### src/rtl/beep_scheduler.sv
// beep_scheduler: arbitrates alarm/chime/click onto one gated 500 Hz buzzer with per-source patterns.
// Optional snooze-on-cancel for the alarm is built when BEEP_SNOOZE_EN is defined.
module beep_scheduler #(
  parameter int CYCLES_PER_SEC = 1000,
  parameter int ALARM_SECS     = 5,
  parameter int CHIME_SECS     = 2,
  parameter int CLICK_MS       = 30,
  parameter int SNOOZE_SECS    = 60
) (
  input  logic       clk_1khz,
  input  logic       switch_clr,
  input  logic       req_alarm,
  input  logic       req_chime,
  input  logic       req_click,
  input  logic       cancel,
  output logic       beep,
  output logic       busy,
  output logic [1:0] src,
  output logic       snoozing
);
  localparam int MAX_AC = ALARM_SECS > CHIME_SECS ? ALARM_SECS : CHIME_SECS;
  localparam int MAX_S  = MAX_AC > SNOOZE_SECS ? MAX_AC : SNOOZE_SECS;
  localparam int MW     = $clog2(CYCLES_PER_SEC) > 0 ? $clog2(CYCLES_PER_SEC) : 1;
  localparam int SW     = $clog2(MAX_S) > 0 ? $clog2(MAX_S) : 1;
  localparam logic [MW-1:0] MS_LAST = MW'(CYCLES_PER_SEC - 1);
  localparam logic [MW-1:0] K_LAST  = MW'(CLICK_MS - 1);
  localparam logic [SW-1:0] A_LAST  = SW'(ALARM_SECS - 1);
  localparam logic [SW-1:0] C_LAST  = SW'(CHIME_SECS - 1);

  typedef enum logic [1:0] {IDLE = 2'b00, CLICK = 2'b01, CHIME = 2'b10, ALARM = 2'b11} state_t;

  state_t        state, base, nxt;
  logic [MW-1:0] ms_cnt;
  logic [SW-1:0] sec_cnt;
  logic          tone, chime_pend, nxt_pend, enter, done, stop, on_window, req_a, snz_fire;

  assign src   = state;
  assign busy  = state != IDLE;
  assign beep  = busy & on_window & tone;
  assign req_a = req_alarm | snz_fire;

  assign on_window = state == CLICK ||
                     (state == CHIME && ms_cnt < MW'(500)) ||
                     (state == ALARM && (ms_cnt < MW'(100) ||
                                         (ms_cnt >= MW'(200) && ms_cnt < MW'(300)) ||
                                         (ms_cnt >= MW'(400) && ms_cnt < MW'(500))));

  assign done = (state == ALARM && sec_cnt == A_LAST && ms_cnt == MS_LAST) ||
                (state == CHIME && sec_cnt == C_LAST && ms_cnt == MS_LAST) ||
                (state == CLICK && ms_cnt == K_LAST);

  // Cancel and natural termination settle first; requests are then judged against what remains.
  always_comb begin
    stop     = (cancel && busy) || done;
    base     = (cancel && busy) ? IDLE : done ? (chime_pend ? CHIME : IDLE) : state;
    nxt      = base;
    nxt_pend = stop ? 1'b0 : chime_pend;
    enter    = stop;
    if (req_a) begin
      nxt      = ALARM;
      nxt_pend = nxt_pend | req_chime;
      enter    = 1'b1;
    end else if (req_chime && base == ALARM) begin
      nxt_pend = 1'b1;
    end else if (req_chime) begin
      nxt   = CHIME;
      enter = 1'b1;
    end else if (req_click && (base == IDLE || base == CLICK)) begin
      nxt   = CLICK;
      enter = 1'b1;
    end
  end

  always_ff @(posedge clk_1khz) begin
    if (!switch_clr) begin
      state      <= IDLE;
      chime_pend <= 1'b0;
      ms_cnt     <= '0;
      sec_cnt    <= '0;
      tone       <= 1'b0;
    end else begin
      state      <= nxt;
      chime_pend <= nxt_pend;
      if (enter || nxt == IDLE) begin
        ms_cnt  <= '0;
        sec_cnt <= '0;
        tone    <= nxt != IDLE;
      end else begin
        ms_cnt  <= ms_cnt == MS_LAST ? '0 : ms_cnt + MW'(1);
        sec_cnt <= ms_cnt == MS_LAST ? sec_cnt + SW'(1) : sec_cnt;
        tone    <= ~tone;
      end
    end
  end

`ifdef BEEP_SNOOZE_EN
  localparam logic [SW-1:0] Z_LAST = SW'(SNOOZE_SECS - 1);
  logic          snz_q;
  logic [MW-1:0] snz_ms;
  logic [SW-1:0] snz_sec;
  assign snoozing = snz_q;
  assign snz_fire = snz_q && !cancel && snz_sec == Z_LAST && snz_ms == MS_LAST;
  always_ff @(posedge clk_1khz) begin
    if (!switch_clr || req_alarm || snz_fire || (cancel && snz_q && state != ALARM)) begin
      snz_q   <= 1'b0;
      snz_ms  <= '0;
      snz_sec <= '0;
    end else if (cancel && state == ALARM) begin
      snz_q   <= 1'b1;
      snz_ms  <= '0;
      snz_sec <= '0;
    end else if (snz_q) begin
      snz_ms  <= snz_ms == MS_LAST ? '0 : snz_ms + MW'(1);
      snz_sec <= snz_ms == MS_LAST ? snz_sec + SW'(1) : snz_sec;
    end
  end
`else
  assign snoozing = 1'b0;
  assign snz_fire = 1'b0;
`endif
endmodule

### config.mk
export PLATFORM = sky130hd
export DESIGN_NAME = beep_scheduler
export DESIGN_NICKNAME = d
export VERILOG_FILES = /design/src/rtl/beep_scheduler.sv
export SDC_FILE = /design/constraint.sdc
export NUM_CORES = 1
export LEC_CHECK = 0
export CAP_MARGIN = 20
export CELL_PAD_IN_SITES_DETAIL_PLACEMENT = 2
export CELL_PAD_IN_SITES_GLOBAL_PLACEMENT = 2
export CORE_MARGIN = 4
export CORE_UTILIZATION = 30
export CTS_CLUSTER_SIZE = 28
export DETAILED_ROUTE_END_ITERATION = 10
export MAX_ROUTING_LAYER = met4
export PLACE_DENSITY_LB_ADDON = 0.1
export SYNTH_ARGS = -nofsm -noshare
export SYNTH_HDL_FRONTEND = slang
export SYNTH_SLANG_ARGS = --single-unit
export TNS_END_PERCENT = 30
### constraint.sdc
create_clock -name clk_1khz -period 1.55 [get_ports clk_1khz]
set_input_delay 0.155 -clock clk_1khz [delete_from_list [all_inputs] [get_ports clk_1khz]]
set_output_delay 0.155 -clock clk_1khz [all_outputs]
set_load 0.05 [all_outputs]
==> results of run 1 <==
==> synthesized netlist by cell type (2+ instances only) <==
cell type and count:
nand2_1 13, nor3_1 2, o21ai_1 2, nor2_1 22, a2111oi_0 2, a21oi_1 4
o21a_1 4, nand4_1 5, o31a_1 2, nand3_1 4, ha_1 6, nor4b_1 3
nor2b_1 2, o21ai_0 8, inv_1 10, xor2_1 6, and3_1 2, dfxtp_1 20
buf_4 3, xnor2_1 7
==> report_power, final <==
group	internal [W]	leakage (nW)	switching, W
clock	0.000280	0.0339	0.000199
sequential	0.000517	0.168	0.0000113
combinational	0.000101	0.524	0.000113
total	0.000899	0.726	0.000324
==> cell families after synthesis <==
family,after synthesis,share of synthesized area [%]
compound gates,30,17.2
simple gates,64,28.0
buf+inv,14,5.89
fa+ha+maj,6,6.20
other cells,1,0.310
flops,20,33.1
xor+xnor,13,9.40
==> metrics by stage <==
stage          hold slack, ps  power [W]  instances  setup WS [ps]
2_1_floorplan             273   0.000631        148          -56.1
3_3_place_gp              509   0.000730        242           -165
3_5_place_dp              531   0.000737        242           -229
4_1_cts                   545    0.00123        248           -395
5_1_grt                   597    0.00127        249           -496
6_report                  540    0.00122        249           -426
==> timing repair <==
item | CTS | global route
pin swaps | 7 | 8
resized for setup | 21 | 22
setup endpoints to repair | 21 | 21
buffers inserted | 2 | 1
==> layout make-up <==
class                   count  area, µm²  area share, %
flip-flops and latches     20        423           22.2
well taps                  48       60.1           3.15
clock buffers               4       66.3           3.48
multi-input cells         114        878           46.0
inverters                  10       37.5           1.97
repair buffers             53        443           23.2
==> path summary, 6_finish.rpt <==
check / cells past startpoint / slack, ps / to / startpoint
worst min-delay path: 2 / 540 / ms_cnt[0]$_SDFF_PP0_ / ms_cnt[0]$_SDFF_PP0_
worst min register to register: 2 / 540 / ms_cnt[0]$_SDFF_PP0_ / ms_cnt[0]$_SDFF_PP0_
worst max register to register: 6 / -160 / src[0]$_SDFF_PN0_ / ms_cnt[6]$_SDFF_PP0_
worst max-delay path: 6 / -430 / beep / ms_cnt[6]$_SDFF_PP0_
==> registers in the layout, summed over array words and instances (netlist names) <==
name / flops
ms_cnt: 10
src: 2
chime_pend: 1
sec_cnt: 6
tone: 1
==> critical path, stage by stage (launching register included) <==
cell	delay, ps
dfxtp_4	390
o21a_1	150
o22ai_2	90
a2111oi_4	370
a2111oi_1	90
o31a_2	320
buf_12	150
==> routing by layer <==
metal / vias up / wire, µm / global-route usage, %
met4: 0 / 129 / 3.34
met3: 12 / 149 / 3.65
met5: - / 0 / -
met2: 23 / 2690 / 36.8
li1: 621 / - / -
met1: 626 / 1910 / 19.9
==> impl_results.md, run 1 <==
- Pins over their slew limit: 0
- Detail Route Antenna Nets: 0
- CTS Buffer Depth: 2
- CTS Buf Count: 3
- Top cells by area, synth: dfxtp_1 33%, nor2_1 6.8%, ha_1 6.2%
- GRT Total Usage: about a fifth
- Crit path kind: reg2out
- Violated checks: setup timing
- Synth unique cells: around 40
- Vias in the first global route: about 1500
- Setup repair after global routing missed its margin: true
- DRT Pass-1 Iters: 4
- Final #Nets: ~210
- Sequential cell area fraction in the yosys report: between 30% and 40%
- CTS tree: done
- Final worst setup slack: -426 ps
- CTS clk-pin slew, worst paths: roughly 80 ps
- Status: complete, but fails checks
- GR Overflow Total: 0
- Static Leak: between 0.7 and 0.8 nW
- Area grow syn2layout: 57.5%
- WL final: approximately 4900 µm
- Row count: 22
- Final setup vio count: 21
- Clock period minus worst slack: 1980 ps
- Largest net degree at the start of global routing: 13
- Gpl congestion: around 0.78
- DIE AREA: between 5000 and 6000 µm²
- IO buf count: 9
- Post-synth EDFFs: 0
- Hold Buf Count CTS: 0
- Initial antenna violation count: 0
- Clk Latency, worst-skew pair: around 270 ps
- # IOs: 11
- Final hold viol count: 0
- Die width: between 70 and 80 µm
- Max cap viols: 0
- Peak VDD IR: about 0.00038 V
- PD cells: about 640 nW/µm²
- Main flop type after synthesis: dfxtp_1
- Core area: ~3800 µm²
- Fraction of registers with async set/reset: 0%
- Initial Util: between 30 and 40%
- DP Area: between 1500 and 2000 µm²
- Root Driver: clkbuf_8
- First DRT Iteration DRCs: 50
- Fillers: 414
- Number of diodes: 0
- Worst Hold Class: reg2reg
- Crit-path max FO: 6
- Area share of the largest cell type after synthesis: roughly 33%
- Commonest non-fill, non-tap cells in the layout: 44 x buf_4, 18 x nor2_1, 13 x nand2_1, 10 x dfxtp_1
- Final core utilization: 50.6%
- Yosys reg bits: 20
- Startpoint class of the critical path: flop
- DIE HEIGHT: just over 70 µm
- Most common cell after layout, fill and taps aside: buf_4
- First-pass GRT wire length: about 7300 µm
- H-tree depth: 1
- Worst Path Arrival: roughly 1800 ps
- Syn Nets: 160
- DPL Wire Length: ~3300 µm
- WP data required: approximately 1400 ps
- Worst Setup End Kind: output port
- Period utilization: 128%
- Post-Syn Instances: around 150
- Post-synth top area cell: dfxtp_1
- Avg Cell Area, Syn: around 8 µm²
- Clock skew: a little under 7 ps
- Setup tns final: -1690 ps
- Via count: about 1300
- Clock sink total: 20
- Routed wire length per instance: 19.6 µm
- DR vias/cell: about 5.1
- Post-Syn Area: around 1200 µm²
- DRC Markers: 0
- Achievable Freq: slightly above 0.5 GHz
- Share of layout cells above drive strength 1: 45.8%
- Warnings from Yosys: 0
- Final design area excluding fillers: 1910 µm²
No activity file was read; power rests on OpenSTA's default activity.
==> run 2, diff against run 1 <==
Settings changed: CORE_UTILIZATION 30 to 33, SKIP_LAST_GASP set to 1.
Clock period 1.55 ns to 2 ns, I/O delays scaled along.
==> run 2 against run 1 <==
The flow now finishes without violations. Worst setup slack improved by 460 ps. Hold slack got worse by 64 ps. Largest power group unchanged. Die area shrank 8.1%. Sequential cell count is the same. Register-to-register slack improved by 310 ps. Final cell count fell by 16%. Final area shrank 23%.
==> impl_results.md, run 2 (same netlist as run 1, synthesis figures left out) <==
- Status: finished clean
- CTS Buf Count: 3
- Final core utilization: between 40% and 50%
- DRT Pass-1 Iters: 3
- WP data required: ~1800 ps
- Root Driver: clkbuf_8
- Number of diodes: 0
- Startpoint class of the critical path: flop
- Commonest non-fill, non-tap cells in the layout: 22 x nor2_1, 14 x dfxtp_1, 13 x nand2_1, 10 x inv_1
- Final #Nets: between 150 and 200
- Power Total: between 0.0008 and 0.0009 W
- Row count: 21
- Crit-path max FO: 6
- Routed wire length per instance: about 17 µm
- Most common cell after layout, fill and taps aside: nor2_1
- Vias in the first global route: roughly 1200
- Most flops, register: ms_cnt
- Initial antenna violation count: 0
- GR Overflow Total: 0
- Achievable Freq: 0.508 GHz
- Final setup vio count: 0
- Minimum hold slack: between 400 and 500 ps
- Worst Hold Class: reg2reg
- Final hold viol count: 0
- WL final: ~3500 µm
- Share of layout cells above drive strength 1: a little under a fifth
- Fillers: ~400
- Peak VDD IR: between 0.0003 and 0.0004 V
- Setup tns final: 0 ps
- Die width: between 60 and 70 µm
- CTS Buffer Depth: 2
- PD cells: about 580 nW/µm²
- Area grow syn2layout: 21.4%
- First-pass GRT wire length: approximately 5900 µm
- Multi-input combinational cell area: between 700 and 800 µm²
- Clock skew: ~6 ps
- IO buf count: 9
- DIE AREA: between 4000 and 5000 µm²
- Static Leak: 0.517 nW
- Setup repair after global routing missed its margin: true
- Initial Util: 35.2%
- GRT Total Usage: 17.6%
- CTS clk-pin slew, worst paths: ~80 ps
- Post-CTS setup buffers: 0
- Detail Route Antenna Nets: 0
- Core area: roughly 3400 µm²
- Clock period minus worst slack: ~2000 ps
- CTS tree: done
- DP Area: roughly 1400 µm²
- Max reg flops: 10
- DR vias/cell: about 5.3
- Largest net degree at the start of global routing: 12
- First DRT Iteration DRCs: slightly below 60
- Clk Latency, worst-skew pair: 270 ps
- FF+latch area: between 400 and 500 µm²
- Pins over their slew limit: 0
- Clock sink total: 20
- Via count: ~1100
- H-tree depth: 1
- DRC Markers: 0
- Period utilization: a little over nine tenths
- Gpl congestion: slightly below 0.8
- DPL Wire Length: roughly 2700 µm
- Final design area excluding fillers: 1470 µm²
- Max cap viols: 0
- Crit path kind: reg2out
- Worst Path Arrival: 1770 ps
- Worst Setup End Kind: output port
- DIE HEIGHT: a little under 70 µm
- # IOs: 11
==> run 2: timing repair <==
item / 4_1_cts / 5_1_grt
gates resized for setup: 12 / 8
endpoints found under the hold margin: 0 / 0
hold buffers: 0 / 0
pin swaps: 3 / 2
endpoints found under the setup margin: 1 / 12
cloned: 0 / 0
==> run 2: cell type report <==
class / count / share of cell area, %
multi-input cells: 114 / 52.4
flip-flops and latches: 20 / 28.3
repair buffers: 15 / 9.11
well taps: 46 / 3.91
clock buffers: 4 / 3.74
inverters: 10 / 2.55
==> run 2: per-layer routing <==
metal / GRT usage [%] / part of all wire (%)
met1: 19.6 / 44
met2: 30.3 / 53
met3: 3.73 / 1.8
met4: 6.95 / 1.5
met5: - / 0
==> run 2: worst max-delay path, stage by stage, from the launching register on <==
cell	delay, ps
dfxtp_4	380
buf_4	140
a21oi_2	50
a2111oi_2	400
a2111oi_2	90
o31a_1	280
buf_6	160
==> run 2: power by group <==
group / switching, W / internal [W]
combinational: 0.0000687 / 0.0000444
sequential: 0.0000104 / 0.000401
clock: 0.000147 / 0.000176
total: 0.000227 / 0.000621
==> run 2: worst paths after layout <==
path                         from                   end  slack (ps)  cells after the start
max          ms_cnt[6]$_SDFF_PP0_                  beep          30                      6
min reg2reg  ms_cnt[0]$_SDFF_PP0_  ms_cnt[0]$_SDFF_PP0_         480                      1
max reg2reg  ms_cnt[1]$_SDFF_PP0_     src[0]$_SDFF_PN0_         150                      7
min          ms_cnt[0]$_SDFF_PP0_  ms_cnt[0]$_SDFF_PP0_         480                      1
==> run 2: metrics by stage <==
stage	worst slack, ps	cells
3_5_place_dp	113	205
4_1_cts	1.79	209
5_1_grt	-101	209
3_3_place_gp	145	205
6_report	32.1	209
2_1_floorplan	120	148
==> run 3, diff against run 2 <==
Settings changed: CORE_MARGIN 4 to 10.
==> run 3 against run 2 <==
Die area grew 38%. Global-route usage fell by 5.0 points. Routed wire length is 3.4% higher. Worst setup slack got worse by 12 ps. Power is 11% higher. Critical path type unchanged. Largest power group is now the clock network.
==> impl_results.md, run 3 (same netlist as run 1, synthesis figures left out) <==
- Status: finished clean
- Vias in the first global route: 1318
- Final setup vio count: 0
- Period utilization: between 90% and 100%
- Via count: between 1000 and 1500
- Multi-input combinational cell area: approximately 780 µm²
- Clock sink total: 20
- Placed cell count: 205
- Clock skew: 3.10 ps
- Max reg flops: 10
- DRT Pass-1 Iters: 4
- IO buf count: 9
- DPL Wire Length: between 2000 and 3000 µm
- H-tree depth: 1
- Startpoint class of the critical path: flop
- Critical hold path startpoint: ms_cnt[0]$_SDFF_PP0_
- Row count: 21
- DIE AREA: 6490 µm²
- DR vias/cell: about 5.3
- Actual slew at the worst max-slew pin: 500 ps
- DIE HEIGHT: around 80 µm
- Gpl congestion: 0.785
- FF+latch area: approximately 420 µm²
- Worst Hold Class: reg2reg
- Finished Layout Cells: 210
- # IOs: 11
- Area grow syn2layout: 24.0%
- Crit-path max FO: 6
- Static Leak: around 0.53 nW
- WL final: 3630 µm
- Crit path cell chain: buf_4 > and3_2 > nor2b_1 > nor4b_2 > o31a_1 > buf_6
- Worst Path Arrival: ~1800 ps
- Clk Latency, worst-skew pair: 260 ps
- Buf+Inv Stages, Crit Path: 2
- Crit path kind: reg2out
- Pre-CTS WS: just over 50 ps
- Top delay family on crit path: simple AND/OR/NAND/NOR gates
- GR Overflow Total: 0
- Commonest non-fill, non-tap cells in the layout: 22 x nor2_1, 13 x nand2_1, 13 x dfxtp_1, 10 x inv_1, 8 x buf_4
- Critical Path Start: ms_cnt[6]$_SDFF_PP0_
- Detail Route Antenna Nets: 0
- Most flops, register: ms_cnt
- Power Total: 0.000940 W
- Core area: around 3400 µm²
- Number of diodes: 0
- Setup repair after global routing missed its margin: true
- WP data required: around 1800 ps
- Pins over their slew limit: 0
- Slowest cell on the critical path: dfxtp_2
- Achievable Freq: a little over 0.5 GHz
- Peak VDD IR: 0.000256 V
- Largest net degree at the start of global routing: 13
- Routed wire length per instance: about 17 µm
- RR Startpoint: ms_cnt[1]$_SDFF_PP0_
- Die width: between 80 and 90 µm
- Root Driver: clkbuf_8
- CTS clk-pin slew, worst paths: ~80 ps
- Worst Setup End Kind: output port
- CTS Buffer Depth: 2
- GRT Total Usage: 12.6%
- CTS Buf Count: 3
- Initial antenna violation count: 0
- Max cap viols: 0
- DRC Markers: 0
- CTS tree: done
- Most common cell after layout, fill and taps aside: nor2_1
- Clock period minus worst slack: 1980 ps
- PD cells: between 600 and 700 nW/µm²
- Critical path's largest stage delay: 370 ps
- First DRT Iteration DRCs: between 40 and 50
- Initial Util: a little over a third
- Fillers: around 400
- Max transition margin: ~67%
- First-pass GRT wire length: about 6400 µm
- Final hold viol count: 0
- Final #Nets: 177
- Share of layout cells above drive strength 1: a little under a fifth
- Final worst setup slack: 20.3 ps
==> run 3: cell types whose count changed in the layout (fill, tap and decap cells not counted), sizes merged <==
cell    previous run  this run
buf                8         9
bufinv             0         1
clkbuf             4         3
==> run 3: worst reg2reg max path, cell delays in order (launching register included) <==
cell	delay (ps)
dfxtp_1	320
inv_1	100
ha_1	170
nor4b_1	300
nand4_1	240
o21a_1	190
a221o_1	320
o311a_1	120
==> run 3: stage by stage <==
step           utilization (%)  hold WS (ps)  setup TNS, ps  area (µm²)
2_1_floorplan                -           328              0        1210
3_3_place_gp              39.7           457              0        1370
3_5_place_dp              39.7           463              0        1370
4_1_cts                   42.8           483              0        1470
5_1_grt                   43.6           500          -83.8        1500
6_report                  43.6           477              0        1500
==> run 3: path summary, 6_finish.rpt <==
kind | endpoint | slack (ps) | depth (start not counted)
worst max-delay path | beep | 20 | 6
worst max register to register | src[0]$_SDFF_PN0_ | 130 | 7
worst min register to register | ms_cnt[0]$_SDFF_PP0_ | 480 | 1
worst min-delay path | ms_cnt[0]$_SDFF_PP0_ | 480 | 1
==> run 3: where the power goes <==
| part | internal, W | switching, W |
|---|---|---|
| registers | 0.000401 | 0.00000938 |
| logic | 0.0000445 | 0.0000691 |
| clock network | 0.000267 | 0.000149 |
==> run 3: final cells by class <==
class / count / area share, %
clock buffer: 3 / 2.75
clock inverter: 1 / 2.00
inverter: 10 / 2.50
multi-input combinational: 114 / 51.7
sequential: 20 / 27.8
tap: 46 / 3.83
timing repair buffer: 16 / 9.42
==> run 3: what timing repair did <==
item / CTS / global route
buffers inserted: 1 / 0
endpoints found under the setup margin: 1 / 10
pin swaps: 3 / 3
hold buffers: 0 / 0
gates resized for setup: 12 / 7
==> run 3: metal layers <==
metal | part of all wire (%) | vias to the layer above | global-route usage [%]
met5 | 0 | - | -
met4 | 1.2 | 0 | 3.17
met3 | 3.0 | 6 | 2.34
met2 | 54 | 13 | 23.6
met1 | 42 | 557 | 13.0
li1 | - | 546 | -
